File: config.mk
export PLATFORM = sky130hd
export DESIGN_NAME = pwm_period_gen
export DESIGN_NICKNAME = d
export VERILOG_FILES = /design/src/rtl/pwm_pkg.sv /design/src/rtl/pwm_period_counter.sv /design/src/rtl/pwm_period_gen.sv
export SDC_FILE = /design/constraint.sdc
export NUM_CORES = 1
export LEC_CHECK = 0
export BUFFER_PORTS_ARGS = -buffer_cell sky130_fd_sc_hd__buf_2
export CORE_ASPECT_RATIO = 0.8
export CORE_MARGIN = 1.5
export CORE_UTILIZATION = 31
export DETAILED_ROUTE_END_ITERATION = 8
export GPL_TIMING_DRIVEN = 0
export PLACE_DENSITY = 0.55
export SYNTH_ARGS = -nofsm -noshare
export SYNTH_HDL_FRONTEND = slang
export SYNTH_SLANG_ARGS = --single-unit
File: constraint.sdc
create_clock -name i_clk -period 6 [get_ports i_clk]
set_input_delay 1.2 -clock i_clk [delete_from_list [all_inputs] [get_ports i_clk]]
set_output_delay 1.2 -clock i_clk [all_outputs]
set_load 0.05 [all_outputs]
File: src/rtl/pwm_pkg.sv
// Shared definitions for the PWM period generator: FSM state encoding and
// the default datapath width.
package pwm_pkg;

    localparam int PWM_WIDTH = 8;

    typedef enum logic [1:0] {
        IDLE = 2'd0,
        LOAD = 2'd1,
        RUN  = 2'd2
    } pwm_state_e;

endpackage

File: src/rtl/pwm_period_counter.sv
// Period counter: counts 0 .. i_period-1 while enabled, wraps to 0 after the
// terminal count, and flags the terminal count on o_last.
module pwm_period_counter
    import pwm_pkg::*;
#(
    parameter int WIDTH = PWM_WIDTH
) (
    input  logic             i_clk,
    input  logic             i_rst,
    input  logic             i_clear,
    input  logic             i_enable,
    input  logic [WIDTH-1:0] i_period,
    output logic [WIDTH-1:0] o_count,
    output logic             o_last
);

    localparam logic [WIDTH-1:0] ONE = WIDTH'(1);

    logic [WIDTH-1:0] count_q;
    logic [WIDTH-1:0] count_d;

    assign o_last  = (count_q == (i_period - ONE));
    assign o_count = count_q;

    always_comb begin
        count_d = count_q;
        if (i_clear) begin
            count_d = '0;
        end else if (i_enable) begin
            count_d = o_last ? '0 : (count_q + ONE);
        end
    end

    always_ff @(posedge i_clk or negedge i_rst) begin
        if (!i_rst) begin
            count_q <= '0;
        end else begin
            count_q <= count_d;
        end
    end

endmodule

File: src/rtl/pwm_period_gen.sv
// PWM period generator: pulls (duty, period) pairs from two show-ahead FIFOs
// and produces back-to-back PWM periods with a registered output.
module pwm_period_gen
    import pwm_pkg::*;
#(
    parameter int WIDTH = PWM_WIDTH
) (
    input  logic             i_clk,
    input  logic             i_rst,
    input  logic             i_enable,
    input  logic [WIDTH-1:0] i_duty_cycle,
    input  logic             i_duty_cycle_ready,
    input  logic [WIDTH-1:0] i_switch_freq,
    input  logic             i_switch_freq_ready,
    output logic             o_period_start,
    output logic             o_pwm,
    output logic             o_busy,
    output logic             o_underrun,
    output logic             o_param_err
);

    pwm_state_e       state_q;
    logic [WIDTH-1:0] duty_q;
    logic [WIDTH-1:0] period_q;
    logic             pwm_q;

    logic [WIDTH-1:0] count;
    logic             last;
    logic             cnt_clear;
    logic             cnt_en;
    logic             fifo_rdy;
    logic             boundary;
    logic             pop;
    logic             freq_zero;

    assign fifo_rdy  = i_duty_cycle_ready & i_switch_freq_ready;
    assign boundary  = (state_q == RUN) & last;
    assign freq_zero = (i_switch_freq == '0);

    // A pop is only ever issued with both FIFOs non-empty, so the FIFOs and
    // this block advance on the same edge.
    assign pop = fifo_rdy & ((state_q == LOAD) | (boundary & i_enable));

    assign o_period_start = pop;
    assign o_param_err    = pop & freq_zero;
    assign o_underrun     = boundary & i_enable & ~fifo_rdy;
    assign o_busy         = (state_q != IDLE);
    assign o_pwm          = pwm_q;

    assign cnt_clear = (state_q != RUN);
    assign cnt_en    = (state_q == RUN);

    pwm_period_counter #(
        .WIDTH (WIDTH)
    ) u_counter (
        .i_clk    (i_clk),
        .i_rst    (i_rst),
        .i_clear  (cnt_clear),
        .i_enable (cnt_en),
        .i_period (period_q),
        .o_count  (count),
        .o_last   (last)
    );

    always_ff @(posedge i_clk or negedge i_rst) begin
        if (!i_rst) begin
            state_q  <= IDLE;
            duty_q   <= '0;
            period_q <= '0;
            pwm_q    <= 1'b0;
        end else begin
            pwm_q <= (state_q == RUN) && (count < duty_q);
            case (state_q)
                IDLE: begin
                    if (i_enable && fifo_rdy) begin
                        state_q <= LOAD;
                    end
                end
                LOAD: begin
                    if (pop && !freq_zero) begin
                        duty_q   <= i_duty_cycle;
                        period_q <= i_switch_freq;
                        state_q  <= RUN;
                    end else begin
                        state_q <= IDLE;
                    end
                end
                RUN: begin
                    // Period boundary: stop, reload, or repeat the held values.
                    if (last) begin
                        if (!i_enable) begin
                            state_q <= IDLE;
                        end else if (pop) begin
                            if (freq_zero) begin
                                state_q <= IDLE;
                            end else begin
                                duty_q   <= i_duty_cycle;
                                period_q <= i_switch_freq;
                            end
                        end
                    end
                end
                default: state_q <= IDLE;
            endcase
        end
    end

endmodule

==> flow_metrics.env, run 1 <==
export IMPL_clk_pin_slew_ns=0.10
export IMPL_totalPowerFinal_uw=526.7
export IMPL_setup_violations=0
export IMPL_route_detailed_drc=0
export IMPL_netlist_instances=201
export IMPL_drt_wl_total_um=4361
export IMPL_ys_seq_elements=27
export IMPL_core_area_mm2=0.005881
export IMPL_r2r_start="period_q[0]$_DFFE_PN0P_"
export IMPL_synth_edf_count=0
export IMPL_die_width_um=89.99
export IMPL_antenna_cells=0
export IMPL_syn_num_nets=231
export IMPL_p_leak_uw=0.0008971
export IMPL_reg2reg_depth=10
export IMPL_worst_ir_drop_vdd_v=0.0001671
export IMPL_vias_per_cell=5.032
export IMPL_final_hold_viol_count=0
export IMPL_dpl_hpwl_um=3237
export IMPL_wl_per_cell_um=14.02
export IMPL_startpoint="period_q[0]$_DFFE_PN0P_"
export IMPL_cts_hold_fix_buffers=0
export IMPL_clock_skew_ns=0.005279
export IMPL_design_area_mm2=0.002148
export IMPL_ctsResizeCount=0
export IMPL_start_util=0.3191
export IMPL_postSynthAreaPerCell_um2=9.337
export IMPL_track_usage=0.1480
export IMPL_relSlewSlack=0.5147
export IMPL_clock_sinks=27
export IMPL_netlist_top_cell_by_area="dfrtp_1"
export IMPL_port_buffers=25
export IMPL_post_synth_num_cell_types=44
export IMPL_hold_path_depth=2
export IMPL_yosysSeqAreaShare=0.3600
export IMPL_min_period_over_period=0.7145
export IMPL_status="finished clean"
export IMPL_synth_ff_type="dfrtp_1"
export IMPL_ant_nets=0
export IMPL_fin_nets=261
export IMPL_antenna_found_initial=0
export IMPL_placed_cell_area_mm2=0.002103
export IMPL_required_ns=4.80
export IMPL_drive_above_1_share=0.2261
export IMPL_ys_async_sr_fraction=1.000
export IMPL_synth_top_family_by_area="compound AO/OA/AOI/OAI gates"
export IMPL_worst_ep_arrival_time_ns=3.09
export IMPL_slew_violations=0
export IMPL_grt_ovfl_total=0
export IMPL_postCtsSetupBuffers=0
export IMPL_drt_initial_drc_count=88
export IMPL_cts_max_level=1
export IMPL_fin_crit_ns=4.287
export IMPL_synth_top_area_share=0.3600
export IMPL_grt_pass1_vias=1499
export IMPL_worst_setup_path_type="flip-flop to output port"
export IMPL_rsz0062_at_grt="no"
export IMPL_grt_pass1_wl_um=7665
export IMPL_area_growth_pct=14.47
export IMPL_placementRows=25
export IMPL_die_y_um=72.60
export IMPL_design_die_area_mm2=0.006533
export IMPL_clk_latency_ns=0.28
export IMPL_synth_xor_area_frac=0.07467
export IMPL_hold_class="flip-flop to flip-flop"
export IMPL_vias=1565
export IMPL_worstSetupEndpointType="output port"
export IMPL_ys_warn_count=0
export IMPL_max_slew_worst_pin_slew_ns=0.7280
export IMPL_cts_tree="done"
export IMPL_synth_simple_area_share=0.1927
export IMPL_grt_max_degree=28
export IMPL_cts_buffers=3
export IMPL_synth_compound_area_frac=0.2473
export IMPL_firstDrtPassIters=4
export IMPL_startpoint_type="flip-flop"
export IMPL_power_density_mw_per_mm2=245.2
export IMPL_max_freq_ghz=0.2333
export IMPL_syn_area_mm2=0.001877
export IMPL_synthMuxAreaShare=0
export IMPL_routabilityCongestion=0.7769
export IMPL_clock_root_buffer="clkbuf_8"
export IMPL_io_pins=26
export IMPL_cts_buffer_depth=2
export IMPL_synthAdderAreaFrac=0.06000
export IMPL_setup_tns_final_ns=0
export IMPL_yosys_top_cells_area="dfrtp_1, o211ai_1, o221ai_2, ha_1, nand2_1"
export IMPL_hp_start="duty_q[5]$_DFFE_PN0P_"
export IMPL_drv_cap=0
export IMPL_crit_path_max_fanout=10
-- per-stage QoR --
step,setup WS (ns),instances,util,hold WS (ns)
after global placement,2.062,307,0.3577,0.5182
after floorplan,1.991,201,-,0.4997
final,1.713,311,0.3653,0.5464
after global routing,1.541,311,0.3653,0.5659
after detailed placement,2.044,307,0.3577,0.5272
after CTS,1.715,311,0.3653,0.5511
-- layout by cell type (no fill, tap or decap), types with 2 or more instances in the layout --
| master | netlist | layout |
|---|---|---|
| xor2_1 | 8 | 8 |
| buf_6 | 2 | 2 |
| o21a_1 | 2 | 2 |
| dfrtp_1 | 27 | 27 |
| a21o_1 | 3 | 3 |
| nand2b_1 | 3 | 3 |
| nor4_1 | 2 | 2 |
| nand2_1 | 29 | 29 |
| xnor2_1 | 8 | 8 |
| o21ai_0 | 2 | 2 |
| inv_1 | 11 | 11 |
| nor2_1 | 11 | 11 |
| nor3_2 | 3 | 3 |
| ha_1 | 9 | 9 |
| and3_1 | 2 | 2 |
| nand4_1 | 2 | 2 |
| o211ai_1 | 25 | 25 |
| nor3_1 | 3 | 3 |
| nand3_1 | 7 | 7 |
| or3_1 | 2 | 2 |
| clkbuf_8 | 0 | 3 |
| o221ai_2 | 8 | 8 |
| buf_2 | 5 | 30 |
| a21oi_1 | 3 | 3 |
| clkbuf_1 | 4 | 5 |
-- worst max-delay path, stage by stage (launching register included) --
cell and delay (ns):
dfrtp_1 0.37, buf_2 0.17, inv_1 0.10, ha_1 0.27
nand2_1 0.08, o31ai_1 0.20, o31a_1 0.24, nand4_1 0.36
o21a_1 0.32, buf_6 0.14, buf_8 0.15, nor3_2 0.13
buf_2 0.28
-- per-layer routing --
metal	routed length, um	up-vias	GRT usage
li1	-	787	-
met1	2341	741	0.2165
met2	1824	33	0.2307
met3	161	4	0.02500
met4	34	0	0.03175
met5	0	-	0
-- cell usage after synthesis (all sizes together) (2+ instances only) --
| library cell | number |
|---|---|
| nand2 | 29 |
| dfrtp | 27 |
| o211ai | 25 |
| nor2 | 12 |
| inv | 11 |
| buf | 9 |
| ha | 9 |
| o221ai | 9 |
| xnor2 | 8 |
| xor2 | 8 |
| nand3 | 7 |
| nor3 | 6 |
| clkbuf | 4 |
| a21o | 3 |
| a21oi | 3 |
| nand2b | 3 |
| nor4 | 3 |
| o21ai | 3 |
| a21boi | 2 |
| and3 | 2 |
| nand4 | 2 |
| o21a | 2 |
| o31ai | 2 |
| or3 | 2 |
-- power breakdown --
part	total (uW)	leakage (uW)	switching [uW]	internal [uW]
logic	175	0.000606	94.1	80.5
clock network	108	0.0000228	60.6	47.7
registers	244	0.000268	36.8	207
-- final timing paths --
path	endpoint	slack (ns)
worst max register to register	duty_q[7]$_DFFE_PN0P_	3.37
worst min register to register	duty_q[5]$_DFFE_PN0P_	0.55
worst min-delay path	duty_q[5]$_DFFE_PN0P_	0.55
min in group asynchronous	period_q[2]$_DFFE_PN0P_	0.93
worst max-delay path	o_param_err	1.71
max in group asynchronous	duty_q[2]$_DFFE_PN0P_	4.65
-- logic make-up after synthesis --
kind of cell / count (synthesis)
AOI/OAI and AO/OA: 53
xor gates and xnor gates: 16
adders and majority gates: 9
buffers and inverters: 24
DFF: 27
and+or+nand+nor: 72
-- registers in the layout, indices dropped and copies added, names as in the netlist --
register and flops:
o_pwm 1, duty_q 8, state_q 2, u_counter.o_count 8, period_q 8
-- area by class of cell --
class	instances	area [um^2]
clock buffers	4	45.04
flip-flops and latches	27	675.6
multi-input cells	150	1079
well taps	81	101.3
repair buffers	25	125.1
plain buffers	13	81.33
inverters	11	41.29
fillers	631	3732
No activity file was read; power rests on OpenSTA's default activity.
==> run 2, diff against run 1 <==
ABC_AREA = 1   (was not set)
PLACE_DENSITY = 0.58   (was 0.55)
clock period = 3.61 ns   (was 6 ns; I/O delays follow)
==> run 2 against run 1 <==
  * The flow now finishes with violations (design-rule violations)
  * Register-to-register slack lost 1.9 ns
  * Combinational power grew to 3.4 times the previous value
  * Die area shrank 11%
  * Clock power grew 76%
  * Sequential cell count is the same
  * Power grew 150%
  * Count of clock-buffer cells in the layout shrank 1
  * Via count shrank 11%
==> flow_metrics.env, run 2 <==
export IMPL_fin_crit_ns=2.981
export IMPL_synthTopCellsByCount="nand2_1, inv_1, dfrtp_1"
export IMPL_dpl_hpwl_um=2824
export IMPL_ys_async_sr_fraction=1.000
export IMPL_cts_buffers=3
export IMPL_yosysMostFrequentCell="nand2_1"
export IMPL_io_pins=26
export IMPL_port_buffers=25
export IMPL_postSynthAreaPerCell_um2=7.842
export IMPL_yosys_top_cells_area="dfrtp_1, nand2_1, ha_1, inv_1, o21ai_0"
export IMPL_die_width_um=85.07
export IMPL_drive_above_1_share=0.2025
export IMPL_worst_ir_drop_vdd_v=0.0002379
export IMPL_rsz0062_at_grt="no"
export IMPL_reg2reg_slack_ns=1.44
export IMPL_start_util=0.3279
export IMPL_max_freq_ghz=0.3355
export IMPL_ctsResizeCount=0
export IMPL_setup_tns_final_ns=0
export IMPL_worstSetupEndpointType="output port"
export IMPL_die_y_um=68.66
export IMPL_r2r_end="duty_q[1]$_DFFE_PN0P_"
export IMPL_fin_hold_ws_ns=0.4429
export IMPL_clk_latency_ns=0.28
export IMPL_firstDrtPassIters=8
export IMPL_final_hold_viol_count=0
export IMPL_max_slew_worst_pin_slew_ns=0.6336
export IMPL_violations="design-rule violations"
export IMPL_drv_cap=0
export IMPL_grt_pass1_wl_um=6237
export IMPL_relSlewSlack=0.5776
export IMPL_cts_buffer_depth=2
export IMPL_ys_seq_elements=27
export IMPL_r2r_start="period_q[0]$_DFFE_PN0P_"
export IMPL_crit_path_max_fanout=6
export IMPL_startpoint_type="flip-flop"
export IMPL_netlist_instances=213
export IMPL_slew_violations=0
export IMPL_ant_nets=0
export IMPL_power_density_mw_per_mm2=678.5
export IMPL_drt_wl_total_um=3608
export IMPL_core_area_mm2=0.005094
export IMPL_synth_top_area_share=0.4045
export IMPL_cts_tree="done"
export IMPL_ys_warn_count=0
export IMPL_totalPowerFinal_uw=1305
export IMPL_clock_root_buffer="clkbuf_8"
export IMPL_design_die_area_mm2=0.005840
export IMPL_grt_max_degree=28
export IMPL_hold_class="primary input to asynchronous set/reset pin"
export IMPL_clock_skew_ns=0.006273
export IMPL_min_period_over_period=0.8257
export IMPL_track_usage=0.1387
export IMPL_vias_per_cell=4.559
export IMPL_grt_pass1_vias=1341
export IMPL_grt_ovfl_total=0
export IMPL_required_ns=2.89
export IMPL_worst_ep_arrival_time_ns=2.26
export IMPL_clk_pin_slew_ns=0.11
export IMPL_final_common_cell="nand2_1"
export IMPL_synth_ff_type="dfrtp_1"
export IMPL_clock_sinks=27
export IMPL_antenna_found_initial=0
export IMPL_setup_violations=0
export IMPL_routabilityCongestion=0.7934
export IMPL_postCtsSetupBuffers=0
export IMPL_vias=1386
export IMPL_route_detailed_drc=1
export IMPL_p_leak_uw=0.001010
export IMPL_area_growth_pct=15.13
export IMPL_yosysSeqAreaShare=0.4045
export IMPL_synth_edf_count=0
export IMPL_reg2reg_depth=15
export IMPL_status="complete, but fails checks"
export IMPL_syn_area_mm2=0.001670
export IMPL_final_cell_mix="nand2_1, inv_1, dfrtp_1"
export IMPL_syn_num_nets=243
export IMPL_wl_per_cell_um=11.87
export IMPL_fin_nets=273
export IMPL_worst_setup_path_type="flip-flop to output port"
export IMPL_placementRows=23
export IMPL_fill_cells=551
export IMPL_post_synth_num_cell_types=27
export IMPL_drt_initial_drc_count=67
export IMPL_netlist_top_cell_by_area="dfrtp_1"
export IMPL_cts_max_level=1
export IMPL_antenna_cells=0
export IMPL_cts_hold_fix_buffers=0
[run 2: cell types whose count changed in the layout (fill, tap and decap cells not counted), sizes merged, moves of 3 or more]
cell,before,now
a21o,3,0
buf,34,27
clkbuf,8,3
inv,11,34
nand2,29,60
nand2b,3,0
nor2,12,21
nor3b,0,3
o211ai,25,1
o21ai,3,22
o221ai,9,0
xnor2,8,4
xor2,8,4
[run 2: critical path, cell delays in order, from the launching register on]
cell and delay [ns]:
dfrtp_1 0.40, inv_2 0.12, ha_1 0.25, inv_1 0.06
nand2_1 0.04, nand2_1 0.06, nand2_1 0.07, nor2_1 0.10
nand3_1 0.07, nor2_1 0.13, nand3_2 0.10, nand2_2 0.11
nand2_4 0.09, inv_1 0.11, buf_2 0.27
[run 2: power by group]
part	internal, uW	switching, uW	leakage [uW]	total [uW]
Combinational	238	353	0.000680	591
Sequential	422	101	0.000304	523
Clock	81.3	109	0.0000261	190
[run 2: final cells by class]
type	count	area, um^2	area share
Sequential cell	27	675.6	0.3513
Multi-Input combinational cell	151	839.6	0.4366
Inverter	33	123.9	0.06441
Clock buffer	3	41.29	0.02147
Clock inverter	1	8.758	0.004554
Tap cell	62	77.57	0.04034
Buffer	2	31.28	0.01627
Timing Repair Buffer	25	125.1	0.06506
[run 2: worst max path at each step]
stage	from	end	slack [ns]	depth (start not counted)
2_1_floorplan	period_q[0]$_DFFE_PN0P_	o_underrun	0.99	11
3_3_place_gp	i_switch_freq[1]	o_param_err	0.75	7
3_5_place_dp	i_switch_freq[1]	o_param_err	0.76	7
4_1_cts	period_q[0]$_DFFE_PN0P_	o_period_start	0.58	14
5_1_grt	period_q[0]$_DFFE_PN0P_	o_period_start	0.44	14
6_report	period_q[0]$_DFFE_PN0P_	o_period_start	0.63	14
[run 2: logic make-up (layout without fill, tap and decap cells)]
group / after synthesis / after routing / synth area share
AO/OA/AOI/OAI: 29 / 29 / 0.09888
flip-flops: 27 / 27 / 0.4045
AND/OR/NAND/NOR: 105 / 105 / 0.2944
XOR/XNOR: 8 / 8 / 0.04194
adder cells (fa/ha/maj): 9 / 9 / 0.06742
buffers and inverters: 35 / 64 / 0.09288
[run 2: metrics by stage]
stage	cell area (um^2)	worst slack [ns]	util	std cells
2_1_floorplan	1670	0.9870	-	213
3_3_place_gp	1873	0.7532	0.3677	300
3_5_place_dp	1873	0.7610	0.3677	300
4_1_cts	1923	0.5812	0.3775	304
5_1_grt	1923	0.4405	0.3775	304
6_report	1923	0.6291	0.3775	304
[run 2: per-layer routing]
layer / track usage / routed length (um)
met3: 0.02976 / 139
met1: 0.1846 / 1819
met5: 0 / 0
met4: 0.02459 / 19
met2: 0.2381 / 1631
